File: src/rtl/div_unit.sv
// Multi-cycle RISC-V DIV/DIVU/REM/REMU unit, non-restoring, BITS_PER_CYCLE bits/cycle.
// Optional DIV_SKIP_LZ_EN: skip leading all-zero quotient groups of |dividend|.
module div_unit #(
  parameter int XLEN           = 32,
  parameter int BITS_PER_CYCLE = 1,
  parameter int TAG_W          = 5
) (
  input  logic             clk,
  input  logic             reset,
  input  logic             in_valid,
  output logic             in_ready,
  input  logic [1:0]       in_op,
  input  logic [XLEN-1:0]  in_dividend,
  input  logic [XLEN-1:0]  in_divisor,
  input  logic [TAG_W-1:0] in_tag,
  input  logic             flush,
  output logic             out_valid,
  input  logic             out_ready,
  output logic [XLEN-1:0]  out_result,
  output logic [TAG_W-1:0] out_tag,
  output logic             busy
);

  localparam int N  = XLEN / BITS_PER_CYCLE;
  localparam int CW = $clog2(N + 1);

  typedef enum logic [1:0] {
    IDLE,
    COMPUTE,
    FIXUP,
    HOLD
  } state_t;

  state_t           state;
  logic [1:0]       op_q;
  logic [TAG_W-1:0] tag_q;
  logic             sgn_a;
  logic             sgn_b;
  logic [XLEN:0]    acc;
  logic [XLEN-1:0]  quo;
  logic [XLEN-1:0]  dvs;
  logic [CW-1:0]    count;

  function automatic logic [2*XLEN:0] iterate(
    input logic [XLEN:0]   a_in,
    input logic [XLEN-1:0] q_in,
    input logic [XLEN:0]   m
  );
    logic [XLEN:0]   a;
    logic [XLEN-1:0] q;
    logic            neg;
    a = a_in;
    q = q_in;
    for (int i = 0; i < BITS_PER_CYCLE; i++) begin
      neg  = a[XLEN];
      a    = {a[XLEN-1:0], q[XLEN-1]};
      q    = {q[XLEN-2:0], 1'b0};
      a    = neg ? a + m : a - m;
      q[0] = ~a[XLEN];
    end
    return {a, q};
  endfunction

`ifdef DIV_SKIP_LZ_EN
  function automatic logic [CW-1:0] lz_groups(
    input logic [XLEN-1:0] v
  );
    logic [CW-1:0] k;
    logic          hit;
    k   = '0;
    hit = 1'b0;
    for (int g = N - 1; g >= 0; g--) begin
      if (!hit && v[g*BITS_PER_CYCLE +: BITS_PER_CYCLE] == '0)
        k = k + 1'b1;
      else
        hit = 1'b1;
    end
    return k;
  endfunction
`endif

  logic            is_signed;
  logic            a_neg;
  logic            b_neg;
  logic [XLEN-1:0] a_mag;
  logic [XLEN-1:0] b_mag;
  logic            div_zero;
  logic            ovf;
  logic [CW-1:0]   count_init;
  logic [XLEN-1:0] q_init;

  assign is_signed = ~in_op[0];
  assign a_neg     = is_signed & in_dividend[XLEN-1];
  assign b_neg     = is_signed & in_divisor[XLEN-1];
  assign a_mag     = a_neg ? -in_dividend : in_dividend;
  assign b_mag     = b_neg ? -in_divisor : in_divisor;
  assign div_zero  = in_divisor == '0;
  assign ovf       = is_signed
                  && in_dividend == {1'b1, {(XLEN-1){1'b0}}}
                  && in_divisor == '1;

`ifdef DIV_SKIP_LZ_EN
  logic [CW-1:0] skip;
  assign skip = lz_groups(a_mag);
  assign count_init = (skip >= CW'(N)) ? CW'(1)
                    : CW'(N) - skip;
  // a zero dividend shifts Q out entirely; one step on zeros is harmless
  assign q_init = a_mag << (skip * BITS_PER_CYCLE);
`else
  assign count_init = CW'(N);
  assign q_init     = a_mag;
`endif

  logic [XLEN:0]   acc_nx;
  logic [XLEN-1:0] quo_nx;

  assign {acc_nx, quo_nx} = iterate(acc, quo, {1'b0, dvs});

  logic [XLEN-1:0] rem;
  logic [XLEN-1:0] sel_val;
  logic            sel_neg;
  logic [XLEN-1:0] res;

  // final remainder always fits XLEN bits, so the wrap is exact
  assign rem     = acc[XLEN-1:0] + (acc[XLEN] ? dvs : '0);
  assign sel_val = op_q[1] ? rem : quo;
  assign sel_neg = op_q[1] ? sgn_a : (sgn_a ^ sgn_b);
  assign res     = (sel_neg && sel_val != '0) ? -sel_val : sel_val;

  assign in_ready = (state == IDLE) && !flush;
  assign busy     = state != IDLE;

  always_ff @(posedge clk) begin
    if (reset) begin
      state      <= IDLE;
      op_q       <= '0;
      tag_q      <= '0;
      sgn_a      <= 1'b0;
      sgn_b      <= 1'b0;
      acc        <= '0;
      quo        <= '0;
      dvs        <= '0;
      count      <= '0;
      out_valid  <= 1'b0;
      out_result <= '0;
      out_tag    <= '0;
    end else if (flush) begin
      state     <= IDLE;
      out_valid <= 1'b0;
    end else begin
      unique case (state)
        IDLE: begin
          if (in_valid) begin
            op_q  <= in_op;
            tag_q <= in_tag;
            sgn_a <= a_neg;
            sgn_b <= b_neg;
            acc   <= '0;
            dvs   <= b_mag;
            quo   <= q_init;
            count <= count_init;
            if (div_zero) begin
              out_result <= in_op[1] ? in_dividend : '1;
              out_tag    <= in_tag;
              out_valid  <= 1'b1;
              state      <= HOLD;
            end else if (ovf) begin
              out_result <= in_op[1] ? '0 : in_dividend;
              out_tag    <= in_tag;
              out_valid  <= 1'b1;
              state      <= HOLD;
            end else begin
              state <= COMPUTE;
            end
          end
        end
        COMPUTE: begin
          acc   <= acc_nx;
          quo   <= quo_nx;
          count <= count - 1'b1;
          if (count == CW'(1))
            state <= FIXUP;
        end
        FIXUP: begin
          out_result <= res;
          out_tag    <= tag_q;
          out_valid  <= 1'b1;
          state      <= HOLD;
        end
        HOLD: begin
          if (out_ready) begin
            out_valid <= 1'b0;
            state     <= IDLE;
          end
        end
        default: state <= IDLE;
      endcase
    end
  end

endmodule

File: config.mk
export PLATFORM = sky130hd
export DESIGN_NAME = div_unit
export DESIGN_NICKNAME = d
export VERILOG_FILES = /design/src/rtl/div_unit.sv
export SDC_FILE = /design/constraint.sdc
export NUM_CORES = 1
export LEC_CHECK = 0
export ABC_AREA = 1
export CORE_AREA = 10 10 169 250
export DETAILED_ROUTE_END_ITERATION = 6
export DIE_AREA = 0 0 179 260
export DONT_BUFFER_PORTS = 1
export SYNTH_ARGS = -nofsm -noshare
export SYNTH_HDL_FRONTEND = slang
export SYNTH_SLANG_ARGS = --single-unit
File: constraint.sdc
create_clock -name clk -period 6.1 [get_ports clk]
set_input_delay 0.305 -clock clk [delete_from_list [all_inputs] [get_ports clk]]
set_output_delay 0.305 -clock clk [all_outputs]
set_load 0.02 [all_outputs]
Word-level counts from Yosys, hierarchy flattened --
Cells that the tools add are included.
Storage, ports and cells: output and inout bits 40, input port bits 76, word-level logic and storage cells 87, bits in registers 152
Cells by class: equal/unequal tests 10, $add $sub $neg 7, reductions and logical operators 18, bitwise gates (word level) 6, muxes and demuxes 34
Operators by type and width (count):
- 2-to-1 mux 32 bit | 11
- one-hot mux 32 bit (2 select lines) | 2
- negator 32 bit | 3
- 2-to-1 mux 33 bit | 2
- one-hot mux 33 bit (2 select lines) | 1
- equality test 32 bit, second input constant | 2
- adder 33 x 32 -> 33 bit | 1
- subtractor 33 x 32 -> 33 bit | 1
- adder 32 bit | 1
- zero test 32 bit | 1
- nonzero test 32 bit | 1
- 2-to-1 mux 5 bit | 3
- one-hot mux 6 bit (2 select lines) | 1
- 2-to-1 mux 2 bit | 5
- one-hot mux 5 bit (2 select lines) | 1
- AND reduction 3 bit | 3
- one-hot mux 2 bit (4 select lines) | 1
- AND reduction 4 bit | 2
- equality test 6 x 1 -> 1 bit, second input constant | 1
- 2-to-1 mux 6 bit | 1
- inequality test 2 bit, second input constant | 3
- nonzero test 2 bit | 3
- subtractor 6 x 1 -> 6 bit, second input constant | 1
- 2-to-1 mux 1 bit | 5
- other kinds (12) | 19

Longest topological paths before layout --
depth in word-level cells 7, mapped depth 29, gate-level depth less buffers 26

Worst setup path after synthesis --
OpenSTA, ideal clock, no wires.
path type reg-to-reg, start register acc[32], end register out_result[2], cell stages (with the launch flop) 27, path buffers 3, path slack 2475 ps, arrival 3506 ps, data required time 5981 ps, clock period less this slack 3625 ps, setup time 119 ps, cells stage by stage dfxtp_1 > clkbuf_1 > clkbuf_1 > nand2_1 > inv_1 > ha_1 > fa_1 > nand2_1 > o21ai_1 > inv_1 > ha_1 > inv_1 > nor2_1 > nand3_1 > nor2_1 > nand2_1 > nor2_1 > nand3_1 > nor2_4 > nand3_2 > nor2_2 > nor2_4 > buf_2 > nand2_1 > nand2_1 > nand2_1 > a21oi_1
On the way: longest elaborated chain between the ends 7, elaborated cells on any way between the ends 8, those cells by class 2 x add/sub; 4 x mux; 2 x reduce/logical
RTL lines:
- from (decl) | line 39 | logic [XLEN:0] acc;
- from (signal assigned) | line 178 | acc <= acc_nx;
- 2-to-1 mux 32 bit (*) | line 125 | assign rem = acc[XLEN-1:0] + (acc[XLEN] ? dvs : '0);
- adder 32 bit (*) | line 125
- 2-to-1 mux 32 bit (*) | line 126 | assign sel_val = op_q[1] ? rem : quo;
- branches (longest 2 deep; another with negator 32 bit)
- 2-to-1 mux 32 bit (*) | line 128 | assign res = (sel_neg && sel_val != '0) ? -sel_val : sel_val;
- one-hot mux 32 bit (2 select lines) (*) | line 151 | unique case (state)
- to (signal assigned) | line 163 | out_result <= in_op[1] ? in_dividend : '1;
- to (signal assigned) | line 168 | out_result <= in_op[1] ? '0 : in_dividend;
- to (signal assigned) | line 185 | out_result <= res;
- to (decl) | line 19 | output logic [XLEN-1:0] out_result,
Every way passes the cells marked *. A chain may end at the register's enable or synchronous reset.

Worst setup path after layout --
start register acc[32], end register acc[22]
On the way: longest elaborated chain between the ends 2
RTL lines:
- 2-to-1 mux 33 bit | line 58 | a = neg ? a + m : a - m;
- one-hot mux 33 bit (2 select lines) | line 151
Every way passes these cells.

==> impl_metrics.toml <==
[critical_path]
worst-path-max-fanout = 44
cp_num_buf_inv = 3
cpMostUsedCell = "a21oi_1"
rr_startpoint = "acc[32]$_SDFFE_PP0P_"
setup.worst_path.start_class = "flop"
cpPeakStageDelay_ns = 0.69
worstPathArrival_ns = 4.60
end_kind = "flop"
worst_path_max_delay_cell = "o21ai_0"
worstPathRequired_ns = 6.46
cp_top_family = "compound AO/OA/AOI/OAI gates"
crit_type = "flop to flop"
crit_path_start = "acc[32]$_SDFFE_PP0P_"
path_cells = "buf_4 > inv_2 > nand2_1 > o21ai_0 > ha_1 > nand3_1 > nand2_1 > a21oi_1 > o21ai_0 > a21oi_1 > inv_1 > nand2_1 > nand2_1 > a21oi_1 > o21ai_0 > a21oi_1 > o21ai_0 > a21oi_1"

[floorplan]
start_util_pct = 39.8
dieArea_um2 = 46500
core-area_um2 = 37600
rows = 87
die_x_um = 179
ios = 116
die_h_um = 260

[timing]
tightest_slew_ns = 1.01
setup_tns_ns = 0
setup_viol = 0
fin_crit_sh_pct = 69.5
drv_slew = 0
fmax_mhz = 236
grt_setup_unrepaired = "no"
finalCriticalPeriod_ns = 4.24
slew_headroom_pct = 32.3
hold_violations = 0
skew_ns = 0.0239

[detailed_routing]
drt-initial-drc-count = 1130
first_pass_iters = 6
viasPerCell = 5.42
drc = 0
antenna_left = 0
num_vias = 16600
routed_wl_um = 59200
wl_per_cell_um = 19.4

[logic_synthesis]
seq_area_frac_synth_pct = 20.2
avgSynthCellArea_um2 = 5.72
syn_inst = 2610
synth_nets = 2763
synth_area_um2 = 14900
synth_warnings = 0
ys_types = 46
ys_seq_elements = 151

[finish]
multiInputGateArea_um2 = 10100
drive_gt1_share_pct = 5.03
antenna_cells_inserted = 0
nFillCells = 4166
fin_nets = 2703
area_growth_pct = 6.51
regArea_um2 = 3020
stdcell_count = 3052

[power]
cellLeakagePower_nw = 8.05
vdd_drop_max_mv = 0.180
p_per_area_nw_per_um2 = 208

[clocking]
post_cts_resized = 0
htreeDepth = 4
post_cts_buffers = 0
clock_path_buffers = 2
clkTransAtPathRegs_ns = 0.09
cts_buffers = 17
cts_tree = "done"
cts_sinks = 151
clk_latency_ns = 0.47
cts-root-buf = "clkbuf_16"

[grt]
antenna_found_initial = 1
met2_usage_pct = 44.3
grt_busiest_layer = "met2"
grt_usage_pct = 25.1
use_met1_pct = 25.5
grt-ovfl-total = 0
use_met3_pct = 4.74
grt_max_degree = 88
grt_pass1_vias = 16100
grt_pass1_wl_um = 90300

[placed_design]
hpwl_um = 45900
dp_cells = 3015
place_congestion = 0.986
numPortBuffers = 0

[run_status]
outcome = "complete, no violations"

[min_path]
hp-class = "primary input to flop"
hp-start = "reset"

[flow_run]
max_cap_viol_count = 0
final cells by class:
class                   instances  area share (%)
clock buffers                  17            2.67
clock inverters                15            1.09
inverters                     369            8.71
multi-input cells            1995            63.7
flip-flops and latches        151            19.0
well taps                     489            3.85
repair buffers                 16           0.944
cell families (layout without fill, tap and decap cells):
family                     count (synthesis)  count (layout)  synth area share, %
xor gates and xnor gates                  92              92                 5.40
buffers and inverters                    464             417                 12.0
adders and majority gates                 77              77                 6.55
DFF                                      151             151                 20.2
and+or+nand+nor                         1254            1254                 35.5
AOI/OAI and AO/OA                        572             572                 20.4
metal layers:
| metal | part of all wire [%] | up-vias | wire length [µm] |
|---|---|---|---|
| li1 | - | 8301 | - |
| met1 | 37 | 7596 | 21800 |
| met2 | 50 | 490 | 29400 |
| met3 | 5.0 | 167 | 2970 |
| met4 | 8.4 | 0 | 4950 |
| met5 | 0 | - | 0 |
registers in the layout, summed over array words and instances, names as in the netlist:
name and flops:
acc 33, dvs 32, out_result 32, quo 32
count 6, out_tag 5, tag_q 5, state 2
op_q 1, out_valid 1, sgn_a 1, sgn_b 1
worst min-delay path, stage by stage:
cell and delay (ns):
a21oi_1 0.02, o21ai_0 0.06, inv_1 0.05
timing repair:
item	CTS	global route
endpoints found under the hold margin	40	0
hold buffers	5	0
setup endpoints to repair	0	0
report_power, final:
part,switching [W],internal (W)
Sequential,0.0000873,0.00104
Combinational,0.000711,0.000338
Clock,0.000573,0.000555
Total,0.00137,0.00194
stage by stage:
step           setup WS [ns]  utilization [%]  total power (W)  area (µm²)  hold slack, ns
2_1_floorplan           2.48                -          0.00190       14900           0.429
3_3_place_gp            1.92             40.6          0.00216       15200           0.386
3_5_place_dp            1.89             40.6          0.00217       15200           0.387
4_1_cts                 1.92             42.4          0.00331       15900         0.00676
5_1_grt                 1.32             42.4          0.00349       15900          0.0356
6_report                1.86             42.4          0.00331       15900          0.0227
layout by cell type (no fill, tap or decap), types with 7 or more instances in the layout:
master     netlist  layout
a21o_1           7       7
a21oi_1        274     274
a31oi_1         13      13
buf_4            1      11
clkbuf_16        0      17
dfxtp_1        151     150
ha_1            75      74
inv_1          353     352
inv_2           13      14
nand2_1        768     768
nand2_2         14      14
nand3_1        147     147
nand4_1         33      33
nor2_1         191     190
nor2_2          15      15
nor3_1          33      33
nor4_1          10      10
o211ai_1        15      15
o21ai_0        225     225
o21bai_1         9       9
o221ai_1         8       8
or2_2           18      18
xnor2_1         24      24
xor2_1          68      68
path summary, 6_finish.rpt:
kind | endpoint | slack [ns] | cells after the start
max | acc[22]$_SDFFE_PP0P_ | 1.86 | 18
min | dvs[28]$_SDFFE_PP0P_ | 0.02 | 3
max reg2reg | acc[22]$_SDFFE_PP0P_ | 1.86 | 18
min reg2reg | tag_q[4]$_SDFFE_PP0P_ | 0.46 | 2
synthesized netlist by cell type (all sizes together):
cell    instances  area (µm²)
o21bai          9        67.6
nand3b          3        22.5
o21a            4        30.0
a21oi         274        1370
a31oi          13        81.3
fa              2        40.0
a21o            7        52.6
nor2          211         867
buf            21         123
xor2           68         596
o221ai          8        70.1
o211ai         16         125
o221a           1        11.3
ha             75         938
inv           366        1370
o21ai         227        1140
nor3           38         215
dfxtp         151        3020
nand4          33         206
a211oi          1        7.51
a221oi          1        8.76
o31ai           3        22.5
and2            2        12.5
xnor2          24         210
nand3         153         796
or2            18         113
clkinv          3        11.3
a21boi          3        22.5
nand2         784        2990
nor4           10        62.6
or3             2        12.5
clkbuf         74         278
o22ai           5        31.3
(Power assumes the default switching activity.)
